### src/rtl/dino_ctrl_pkg.sv
// Shared definitions for the Jump-Duck-Dino key scheduler: key FSM states,
// LEDG bit positions and default timing constants (50 MHz clock).
package dino_ctrl_pkg;

  typedef enum logic [1:0] {
    IDLE     = 2'd0,
    JUMP     = 2'd1,
    DUCK     = 2'd2,
    COOLDOWN = 2'd3
  } dino_state_e;

  // LEDG status bit positions
  localparam int LEDG_SPACEBAR = 0;
  localparam int LEDG_DOWNKEY  = 1;
  localparam int LEDG_COOLDOWN = 2;
  localparam int LEDG_PENDING  = 3;
  localparam int LEDG_JCNT_LSB = 4;
  localparam int LEDG_JCNT_MSB = 7;

  // Default timing: 10 ms debounce, 100 ms press, 50 ms cooldown at 50 MHz
  localparam int DEF_DEBOUNCE_CYCLES = 500000;
  localparam int DEF_PRESS_CYCLES    = 5000000;
  localparam int DEF_COOLDOWN_CYCLES = 2500000;

  function automatic int max_int(input int a, input int b);
    return (a > b) ? a : b;
  endfunction

endpackage

### src/rtl/ldr_debounce.sv
// Two-flop synchroniser followed by a counting debouncer for one LDR sensor.
// The debounced level flips only after the synchronised input has differed
// from it for DEBOUNCE_CYCLES consecutive cycles; any agreement clears the count.
module ldr_debounce
  import dino_ctrl_pkg::*;
#(
  parameter int DEBOUNCE_CYCLES = DEF_DEBOUNCE_CYCLES
) (
  input  logic clk_i,
  input  logic rst_ni,
  input  logic sensor_i,
  output logic level_o
);

  localparam int CW = $clog2(DEBOUNCE_CYCLES + 1);
  localparam logic [CW-1:0] LIMIT = CW'(DEBOUNCE_CYCLES);

  logic          sync1_q, sync2_q;
  logic          level_q, level_d;
  logic [CW-1:0] cnt_q, cnt_d;

  // Synchroniser for the asynchronous sensor pin
  always_ff @(posedge clk_i or negedge rst_ni) begin
    if (!rst_ni) begin
      sync1_q <= 1'b0;
      sync2_q <= 1'b0;
    end else begin
      sync1_q <= sensor_i;
      sync2_q <= sync1_q;
    end
  end

  // Debounce decision: count disagreement, flip once the count reaches the limit
  always_comb begin
    cnt_d   = cnt_q;
    level_d = level_q;
    if (sync2_q == level_q) begin
      cnt_d = '0;
    end else if (cnt_q >= LIMIT) begin
      level_d = ~level_q;
      cnt_d   = '0;
    end else begin
      cnt_d = cnt_q + CW'(1);
    end
  end

  // Debounce state registers
  always_ff @(posedge clk_i or negedge rst_ni) begin
    if (!rst_ni) begin
      cnt_q   <= '0;
      level_q <= 1'b0;
    end else begin
      cnt_q   <= cnt_d;
      level_q <= level_d;
    end
  end

  assign level_o = level_q;

endmodule

### src/rtl/dino_key_scheduler.sv
// Jump/duck key scheduler: debounces both LDR sensors, arbitrates a single
// active key, enforces the jump press width and the release cooldown, and
// holds one queued jump. Optional macro JUMP_COUNTER_EN adds a 4-bit count of
// JUMP entries on LEDG[7:4]; without it LEDG[7:4] is tied low.
//
// Key timing: the press/cooldown counter holds the number of cycles spent in
// the current state, loaded with 1 on every state change. When the cooldown
// expires the IDLE arbitration is applied in the same step, so a queued or
// waiting request starts right after exactly COOLDOWN_CYCLES released cycles.
module dino_key_scheduler
  import dino_ctrl_pkg::*;
#(
  parameter int DEBOUNCE_CYCLES = DEF_DEBOUNCE_CYCLES,
  parameter int PRESS_CYCLES    = DEF_PRESS_CYCLES,
  parameter int COOLDOWN_CYCLES = DEF_COOLDOWN_CYCLES
) (
  input  logic       CLOCK_50,
  input  logic       RESET_N,
  input  logic       GPILDR1,
  input  logic       GPILDR2,
  output logic       SPACEBAR,
  output logic       DOWNKEY,
  output logic [7:0] LEDG
);

  localparam int CNT_MAX = max_int(PRESS_CYCLES, COOLDOWN_CYCLES);
  localparam int CW      = $clog2(CNT_MAX + 1);
  localparam logic [CW-1:0] PRESS_LIM = CW'(PRESS_CYCLES);
  localparam logic [CW-1:0] COOL_LIM  = CW'(COOLDOWN_CYCLES);
  localparam logic [CW-1:0] CNT_SAT   = CW'(CNT_MAX);

  logic          jump_lvl, duck_lvl;
  logic          jump_lvl_q;
  logic          jump_req;
  dino_state_e   state_q, state_d;
  dino_state_e   arb_state;
  logic [CW-1:0] cnt_q, cnt_d;
  logic          pending_q, pending_d;
  logic          spacebar_q, downkey_q, cool_q;

  ldr_debounce #(.DEBOUNCE_CYCLES(DEBOUNCE_CYCLES)) u_jump_db (
    .clk_i    (CLOCK_50),
    .rst_ni   (RESET_N),
    .sensor_i (GPILDR1),
    .level_o  (jump_lvl)
  );

  ldr_debounce #(.DEBOUNCE_CYCLES(DEBOUNCE_CYCLES)) u_duck_db (
    .clk_i    (CLOCK_50),
    .rst_ni   (RESET_N),
    .sensor_i (GPILDR2),
    .level_o  (duck_lvl)
  );

  // Previous debounced jump level for rising-edge detection
  always_ff @(posedge CLOCK_50 or negedge RESET_N) begin
    if (!RESET_N) jump_lvl_q <= 1'b0;
    else          jump_lvl_q <= jump_lvl;
  end

  assign jump_req = jump_lvl & ~jump_lvl_q;

  // IDLE arbitration: a jump (fresh or queued) beats duck
  always_comb begin
    arb_state = IDLE;
    if (jump_req || pending_q) arb_state = JUMP;
    else if (duck_lvl)         arb_state = DUCK;
  end

  // Next-state and pending-flag logic
  always_comb begin
    state_d   = state_q;
    pending_d = pending_q;
    case (state_q)
      IDLE: begin
        state_d = arb_state;
        if (arb_state == JUMP) pending_d = 1'b0;
      end
      JUMP: begin
        if (jump_req)           pending_d = 1'b1;
        if (cnt_q >= PRESS_LIM) state_d   = COOLDOWN;
      end
      DUCK: begin
        if (jump_req) begin
          pending_d = 1'b1;
          if (cnt_q >= PRESS_LIM) state_d = COOLDOWN;
        end else if ((cnt_q >= PRESS_LIM) && !duck_lvl) begin
          state_d = COOLDOWN;
        end
      end
      COOLDOWN: begin
        if (jump_req) pending_d = 1'b1;
        if (cnt_q >= COOL_LIM) begin
          state_d = arb_state;
          if (arb_state == JUMP) pending_d = 1'b0;
        end
      end
      default: begin
        state_d   = IDLE;
        pending_d = 1'b0;
      end
    endcase
  end

  // Cycles-in-state counter: 1 on entry, saturating afterwards
  always_comb begin
    cnt_d = cnt_q;
    if (state_d != state_q)  cnt_d = CW'(1);
    else if (cnt_q < CNT_SAT) cnt_d = cnt_q + CW'(1);
  end

  // FSM, counter, pending flag and registered key outputs
  always_ff @(posedge CLOCK_50 or negedge RESET_N) begin
    if (!RESET_N) begin
      state_q    <= IDLE;
      cnt_q      <= '0;
      pending_q  <= 1'b0;
      spacebar_q <= 1'b0;
      downkey_q  <= 1'b0;
      cool_q     <= 1'b0;
    end else begin
      state_q    <= state_d;
      cnt_q      <= cnt_d;
      pending_q  <= pending_d;
      spacebar_q <= (state_d == JUMP);
      downkey_q  <= (state_d == DUCK);
      cool_q     <= (state_d == COOLDOWN);
    end
  end

  assign SPACEBAR = spacebar_q;
  assign DOWNKEY  = downkey_q;

  assign LEDG[LEDG_SPACEBAR] = spacebar_q;
  assign LEDG[LEDG_DOWNKEY]  = downkey_q;
  assign LEDG[LEDG_COOLDOWN] = cool_q;
  assign LEDG[LEDG_PENDING]  = pending_q;

`ifdef JUMP_COUNTER_EN
  logic [3:0] jcnt_q;

  // Count entries into JUMP, wrapping 15 -> 0
  always_ff @(posedge CLOCK_50 or negedge RESET_N) begin
    if (!RESET_N) jcnt_q <= 4'd0;
    else if ((state_d == JUMP) && (state_q != JUMP)) jcnt_q <= jcnt_q + 4'd1;
  end

  assign LEDG[LEDG_JCNT_MSB:LEDG_JCNT_LSB] = jcnt_q;
`else
  assign LEDG[LEDG_JCNT_MSB:LEDG_JCNT_LSB] = 4'd0;
`endif

endmodule

### config.mk
export PLATFORM = sky130hd
export DESIGN_NAME = dino_key_scheduler
export DESIGN_NICKNAME = d
export VERILOG_FILES = /design/src/rtl/dino_ctrl_pkg.sv /design/src/rtl/ldr_debounce.sv /design/src/rtl/dino_key_scheduler.sv
export SDC_FILE = /design/constraint.sdc
export NUM_CORES = 1
export LEC_CHECK = 0
export CAP_MARGIN = 20
export CORE_UTILIZATION = 40
export CTS_BUF_LIST = sky130_fd_sc_hd__clkbuf_8 sky130_fd_sc_hd__clkbuf_16
export DETAILED_ROUTE_END_ITERATION = 10
export GPL_TIMING_DRIVEN = 0
export MAX_ROUTING_LAYER = met4
export SLEW_MARGIN = 20
export SYNTH_ARGS = -nofsm -noshare
export SYNTH_HDL_FRONTEND = slang
export SYNTH_SLANG_ARGS = --single-unit
### constraint.sdc
create_clock -name CLOCK_50 -period 2.74 [get_ports CLOCK_50]
set_input_delay 0.548 -clock CLOCK_50 [delete_from_list [all_inputs] [get_ports CLOCK_50]]
set_output_delay 0.548 -clock CLOCK_50 [all_outputs]
set_load 0.01 [all_outputs]
==> results of run 1 <==
power breakdown:
part	total (mW)	internal (mW)	switching, mW	leakage, nW
Clock	1.02	0.605	0.413	0.125
Sequential	1.11	1.10	0.00964	1.01
Combinational	0.0627	0.0195	0.0432	0.837
Total	2.19	1.73	0.465	1.97
sequential cells by signal, indices dropped and copies added, names as in the netlist:
signal,cells
DOWNKEY,1
SPACEBAR,1
cnt_q,23
cool_q,1
jump_lvl_q,1
pending_q,1
state_q,2
u_duck_db.cnt_q,19
u_duck_db.level_o,1
u_duck_db.sync1_q,1
u_duck_db.sync2_q,1
u_jump_db.cnt_q,19
u_jump_db.level_o,1
u_jump_db.sync1_q,1
u_jump_db.sync2_q,1
Yosys cell counts (all sizes together) (3+ instances only):
cell     count
a211oi       3
a21oi       11
and3         9
and4         7
buf         15
clkbuf       6
dfrtp       74
ha          11
inv         14
nand2       27
nand3       20
nand4       19
nor2        52
nor2b        5
nor3        35
nor3b        3
nor4         7
o2111ai      3
o21ai       12
xnor2       19
xor2        34
area by class of cell:
| class | count | area, µm² |
|---|---|---|
| repair buffers | 10 | 108 |
| fillers | 950 | 5220 |
| clock buffers | 9 | 124 |
| flip-flops and latches | 74 | 1850 |
| inverters | 14 | 52.6 |
| clock inverters | 7 | 116 |
| plain buffers | 21 | 141 |
| well taps | 133 | 166 |
| multi-input cells | 312 | 1990 |
worst reg2reg max path, delay by kind of cell, from the launching register on:
family           cells  cell delay (ns)
AO/OA/AOI/OAI        5             1.74
AND/OR/NAND/NOR      1             0.11
flip-flops           1             0.44
path summary, 6_finish.rpt:
| kind | from | end | slack, ns | cells after the start |
|---|---|---|---|---|
| worst max register to register | cnt_q[9]$_DFFE_PN0P_ | DOWNKEY$_DFF_PN0_ | 0.39 | 6 |
| worst min-delay path | RESET_N | state_q[1]$_DFF_PN0_ | 0.14 | 1 |
| worst max-delay path | cnt_q[9]$_DFFE_PN0P_ | DOWNKEY$_DFF_PN0_ | 0.39 | 6 |
| min in group CLOCK_50 | u_jump_db.sync1_q$_DFF_PN0_ | u_jump_db.sync2_q$_DFF_PN0_ | 0.35 | 0 |
| max in group asynchronous | RESET_N | u_jump_db.cnt_q[4]$_DFF_PN0_ | 2.03 | 2 |
| worst min register to register | u_jump_db.sync1_q$_DFF_PN0_ | u_jump_db.sync2_q$_DFF_PN0_ | 0.35 | 0 |
cells in the final DEF (no fill, tap or decap), types with 5 or more instances in the layout:
master,Yosys,layout
o21ai_0,8,8
buf_4,8,9
nand2_1,27,27
clkbuf_8,0,9
nor3_1,34,34
a21oi_1,10,10
and3_1,9,9
dfrtp_1,74,74
nor2_1,52,52
nor2b_1,5,5
xor2_1,34,34
xnor2_1,19,19
inv_1,14,15
ha_1,11,11
nor4_1,7,7
and4_1,7,7
nand3_1,20,20
clkbuf_1,6,6
clkdlybuf4s50_1,0,8
nand4_1,19,19
kinds of logic (layout without fill, tap and decap cells):
logic type,after synthesis,in the layout,synth area share
AND/OR/NAND/NOR,193,193,0.244
other,1,4,0.000931
adder cells (fa/ha/maj),11,11,0.0342
flip-flops,74,74,0.460
XOR/XNOR,53,53,0.115
multiplexers,4,4,0.0106
buffers and inverters,35,61,0.0482
AO/OA/AOI/OAI,47,47,0.0873
layer usage:
layer | GRT usage | share of wire | up-vias
li1 | - | - | 1499
met3 | 0.0451 | 0.035 | 4
met1 | 0.225 | 0.49 | 1468
met2 | 0.262 | 0.47 | 65
met4 | 0.0374 | 0.0067 | 0
met5 | - | 0 | -
==> impl_metrics.sql, run 1 <==
INSERT INTO impl_metrics (metric_group, metric, value, unit) VALUES
('worst_setup_path', 'setup.worst_path.class', 'register to register', ''),
('clock_network', 'clock-sinks', '74', ''),
('sta', 'final-hold-violation-count', '0', ''),
('placed_design', 'placed_cell_area', '0.00431', 'mm²'),
('layout', 'ant_diodes', '0', ''),
('synth', 'yosys_most_used_dff', 'dfrtp_1', ''),
('worst_setup_path', 'kind_of_end_point_of_the_critical_path', 'register', ''),
('placed_design', 'finalWeightedCongestion', '0.875', ''),
('worst_setup_path', 'cp_slowest_cell', 'a2111oi_2', ''),
('route', 'final_antenna_net_count', '0', ''),
('layout', 'cell_count_final_fillers_out', '580', ''),
('placed_design', 'dpl.cell_count', '564', ''),
('route', 'overall_via_count_from_detail_route', '3036', ''),
('sta', 'fmax', '426', 'MHz'),
('sta', 'timing_worst_slew_pin_value', '0.730', 'ns'),
('synth', 'postSynth.asyncResetShare', '1.00', ''),
('global_routing', 'grt_pass1_wl', '13500', 'µm'),
('worst_setup_path', 'worstSetupStartpointType', 'register', ''),
('layout', 'share_of_final_layout_standard_cells_stronger_than_drive_strength_1', '0.103', ''),
('clock_network', 'clk_path_buf_depth', '2', ''),
('worst_setup_path', 'worst-path-buf-inv', '0', ''),
('placed_design', 'port_buffers', '9', ''),
('worst_setup_path', 'critPathArrivalTime', '2.63', 'ns'),
('sta', 'post_route_clock_period_utilization', '0.857', ''),
('floorplan', 'die-height', '102', 'µm'),
('clock_network', 'htreeDepth', '3', ''),
('clock_network', 'total_setup_buffers_inserted_after_cts', '0', ''),
('synth', 'synth.top_cells.by_area', 'dfrtp_1 46%, xor2_1 7.4%, nor2_1 4.8%', ''),
('layout', 'fin_util', '0.466', ''),
('sta', 'setup_slack', '0.392', 'ns'),
('synth', 'synth_sequential_area_ratio', '0.460', ''),
('outcome', 'outcome', 'completed', ''),
('worst_setup_path', 'critPathTopFamily', 'compound AO/OA/AOI/OAI gates', ''),
('worst_setup_path', 'worst_path_largest_cell_delay', '0.60', 'ns'),
('floorplan', 'initial_utilization', '0.412', ''),
('synth', 'fraction_of_synthesized_cell_area_taken_by_the_top_area_cell_type', '0.460', ''),
('route', 'first_drt_iteration_drcs', '68', ''),
('synth', 'synth_top_area_cell', 'dfrtp_1', ''),
('worst_setup_path', 'cp.required', '3.02', 'ns'),
('route', 'drc_violations', '0', ''),
('flow_run', 'cap_violations', '0', ''),
('power_and_ir_drop', 'power_leakage', '1.97', 'nW'),
('sta', 'slew-limit-headroom', '0.510', ''),
('sta', 'setup-tns-final', '0', 'ns'),
('floorplan', 'core_area', '0.00977', 'mm²'),
('sta', 'rsz0062_at_grt', 'false', ''),
('floorplan', 'top_level_ports', '14', ''),
('worst_setup_path', 'worstPathCellList', 'o211ai_1 > a2111oi_2 > o21ai_1 > o21ai_0 > nor3_1 > o21ba_2', ''),
('clock_network', 'cts_repair_resize_count', '0', ''),
('floorplan', 'die_area', '0.0105', 'mm²'),
('power_and_ir_drop', 'finalPower', '2.19', 'mW'),
('synth', 'synth_cell_types', '53', ''),
('worst_setup_path', 'critical_path_peak_fanout', '7', ''),
('floorplan', 'die_w', '102', 'µm'),
('clock_network', 'cts_tree', 'built', ''),
('clock_network', 'cts-buffers-inserted', '9', ''),
('clock_network', 'clock-root-buffer', 'clkbuf_8', ''),
('min_path', 'holdCritPathClass', 'primary input to async pin', ''),
('synth', 'postSynthCellCount', '418', ''),
('global_routing', 'track_usage', '0.170', ''),
('route', 'viasPerCell', '5.23', ''),
('synth', 'mappedNetlistArea', '0.00403', 'mm²'),
('power_and_ir_drop', 'max_vdd_drop', '0.394', 'mV'),
('synth', 'mean_post_synth_cell_area', '9.63', 'µm²'),
('clock_network', 'postCtsHoldBufs', '0', ''),
('global_routing', 'antenna_found_initial', '0', ''),
('layout', 'postLayoutCellArea', '0.00455', 'mm²'),
('layout', 'design.final.nets', '457', ''),
('sta', 'timing.clock.skew', '0.0132', 'ns'),
('sta', 'report.final.slew_viol_count', '0', ''),
('placed_design', 'dp_hpwl', '5350', 'µm');
(Power assumes the default switching activity.)
==> run 2: changes to the inputs <==
Settings changed: DONT_BUFFER_PORTS set to 1, GPL_TIMING_DRIVEN 0 to 1.
==> impl_metrics.sql, run 2 (synthesis results as in run 1) <==
INSERT INTO impl_metrics (metric_group, metric, value, unit) VALUES
('floorplan', 'top_level_ports', '14', ''),
('power_and_ir_drop', 'seq_power_share', '0.515', ''),
('layout', 'largest_register_ff_count', '23', ''),
('sta', 'slew-limit-headroom', '0.583', ''),
('route', 'viasPerCell', '5.28', ''),
('clock_network', 'clk_pin_slew_worst_paths', '0.08', 'ns'),
('placed_design', 'port_buffers', '0', ''),
('worst_setup_path', 'critical_path_peak_fanout', '23', ''),
('route', 'first_drt_iteration_drcs', '111', ''),
('worst_setup_path', 'critPathArrivalTime', '2.71', 'ns'),
('clock_network', 'cts_repair_resize_count', '0', ''),
('route', 'routed_wire_per_std_cell', '14.0', 'µm'),
('power_and_ir_drop', 'swShare', '0.229', ''),
('sta', 'setup-tns-final', '0', 'ns'),
('layout', 'most_frequent_standard_cell_in_the_layout_excluding_fill_and_tap_cells', 'dfrtp_1', ''),
('clock_network', 'cts_tree', 'built', ''),
('floorplan', 'initial_utilization', '0.412', ''),
('floorplan', 'placementRows', '36', ''),
('power_and_ir_drop', 'power_leakage', '1.87', 'nW'),
('worst_setup_path', 'r2r.worst_path.cells', '7', ''),
('sta', 'timing_worst_slew_pin_value', '0.622', 'ns'),
('sta', 'rsz0062_at_grt', 'false', ''),
('sta', 'final_period_minus_worst_setup_slack', '2.47', 'ns'),
('sta', 'setup_slack', '0.267', 'ns'),
('route', 'overall_via_count_from_detail_route', '2929', ''),
('layout', 'most-common-layout-cells', '74 x dfrtp_1, 52 x nor2_1, 34 x nor3_1, 34 x xor2_1, 27 x nand2_1', ''),
('min_path', 'holdCritPathClass', 'primary input to async pin', ''),
('clock_network', 'total_setup_buffers_inserted_after_cts', '0', ''),
('global_routing', 'grt_pass1_wl', '13800', 'µm'),
('clock_network', 'clock-sinks', '74', ''),
('layout', 'design.final.nets', '432', ''),
('worst_setup_path', 'crit_end', 'cnt_q[0]$_DFFE_PN0P_', ''),
('worst_setup_path', 'r2r_end', 'cnt_q[0]$_DFFE_PN0P_', ''),
('route', 'drc_violations', '0', ''),
('route', 'wirelength', '7760', 'µm'),
('sta', 'timing.hold.ws', '0.0605', 'ns'),
('clock_network', 'htreeDepth', '3', ''),
('global_routing', 'track_usage', '0.173', ''),
('global_routing', 'vias_in_the_first_global_route', '2920', ''),
('power_and_ir_drop', 'power-per-cell-area', '495', 'mW/mm²'),
('floorplan', 'die_area', '0.0105', 'mm²'),
('power_and_ir_drop', 'cell_internal_pwr', '1.67', 'mW'),
('worst_setup_path', 'worstSetupStartpointType', 'register', ''),
('sta', 'fmax', '404', 'MHz'),
('clock_network', 'postCtsHoldBufs', '1', ''),
('worst_setup_path', 'setup.worst_path.class', 'register to register', ''),
('power_and_ir_drop', 'comb_power_share', '0.026', ''),
('floorplan', 'die_w', '102', 'µm'),
('power_and_ir_drop', 'p_switching', '0.494', 'mW'),
('sta', 'final-hold-violation-count', '0', ''),
('placed_design', 'finalWeightedCongestion', '0.897', ''),
('sta', 'timing.clock.skew', '0.0129', 'ns'),
('sta', 'post_route_clock_period_utilization', '0.903', ''),
('worst_setup_path', 'cp.required', '2.97', 'ns'),
('power_and_ir_drop', 'clockPowerShare', '0.459', ''),
('worst_setup_path', 'timing.reg2reg.setup_slack', '0.27', 'ns'),
('clock_network', 'cts-buffers-inserted', '9', ''),
('layout', 'fin_util', '0.446', ''),
('layout', 'largest-register', 'cnt_q', ''),
('flow_run', 'cap_violations', '0', ''),
('floorplan', 'core_area', '0.00977', 'mm²'),
('clock_network', 'clk-insertion-delay-late', '0.35', 'ns'),
('outcome', 'outcome', 'completed', ''),
('worst_setup_path', 'reg2reg_from', 'state_q[0]$_DFF_PN0_', ''),
('sta', 'report.final.slew_viol_count', '0', ''),
('placed_design', 'dp_hpwl', '5030', 'µm'),
('layout', 'syn2layout_area_growth', '8.30', '%'),
('sta', 'setup_violations', '0', ''),
('power_and_ir_drop', 'finalPower', '2.16', 'mW'),
('layout', 'ant_diodes', '0', ''),
('layout', 'top_regs', 'cnt_q (23), u_duck_db.cnt_q (19), u_jump_db.cnt_q (19)', ''),
('placed_design', 'place_ws', '0.282', 'ns'),
('worst_setup_path', 'kind_of_end_point_of_the_critical_path', 'register', ''),
('floorplan', 'die-height', '102', 'µm'),
('clock_network', 'clk_path_buf_depth', '2', ''),
('route', 'detail_route.first_pass.iterations', '4', ''),
('layout', 'share_of_final_layout_standard_cells_stronger_than_drive_strength_1', '0.0877', ''),
('power_and_ir_drop', 'max_vdd_drop', '0.240', 'mV'),
('clock_network', 'clock-root-buffer', 'clkbuf_8', ''),
('route', 'final_antenna_net_count', '0', ''),
('global_routing', 'grt_max_degree', '75', ''),
('global_routing', 'gr-total-overflow', '0', ''),
('worst_setup_path', 'crit_path_start', 'state_q[0]$_DFF_PN0_', ''),
('global_routing', 'antenna_found_initial', '0', '');
## run 2: changes by cell type in the layout (fill, tap and decap cells not counted), moves of 2 or more
cell             before  now
buf_2                 2    0
inv_6                 1    3
clkbuf_1              6    0
buf_4                 9    5
clkdlybuf4s50_1       8    0
buf_6                 4    0
## run 2: cell type report
cell class                      instances  area [µm²]
Multi-Input combinational cell        312        1990
Fill cell                             983        5410
Clock buffer                           10         138
Clock inverter                          6        95.1
Tap cell                              133         166
Inverter                               14        52.6
Sequential cell                        74        1850
Timing Repair Buffer                    6        65.1
## run 2: worst max-delay path, cell delays in order, from the launching register on
cell	delay [ns]
dfrtp_1	0.47
inv_1	0.19
ha_1	0.44
o21ai_0	0.21
o21ai_0	0.12
a211oi_1	0.09
a32o_2	0.41
or3_1	0.42
## run 2: power groups by stage
stage,registers [mW],clock network [mW],logic (mW)
5_1_grt,1.11,1.07,0.0658
6_report,1.11,0.992,0.0561
3_5_place_dp,1.13,0,0.0322
2_1_floorplan,1.13,0,0.0293
3_3_place_gp,1.13,0,0.0318
4_1_cts,1.11,1.03,0.0592
## run 2: routing by layer
metal	vias up	wire, µm	global-route usage
met5	-	0	-
met4	0	59	0.0451
met3	6	254	0.0465
met2	43	3600	0.275
met1	1431	3840	0.218
li1	1449	-	-
## run 2: how the worst min path moves through the flow
stage | cells past startpoint | slack, ns | to | start
2_1_floorplan | 0 | 0.25 | DOWNKEY$_DFF_PN0_ | RESET_N
3_3_place_gp | 0 | 0.25 | cool_q$_DFF_PN0_ | RESET_N
3_5_place_dp | 0 | 0.25 | cool_q$_DFF_PN0_ | RESET_N
4_1_cts | 1 | 0.08 | cool_q$_DFF_PN0_ | RESET_N
5_1_grt | 1 | 0.09 | cool_q$_DFF_PN0_ | RESET_N
6_report | 1 | 0.06 | cool_q$_DFF_PN0_ | RESET_N
## run 2: per-stage QoR
stage	std cells	instance area, µm²
CTS	555	4360
global placement	538	4100
global route	555	4360
detailed placement	538	4100
floorplan	421	4040
finish	555	4360
==> run 3: changes to the inputs <==
Settings changed: GPL_TIMING_DRIVEN 1 to unset.
==> results of run 3 <==
Same layout as run 2: the final DEF is identical, and so are final timing and power.
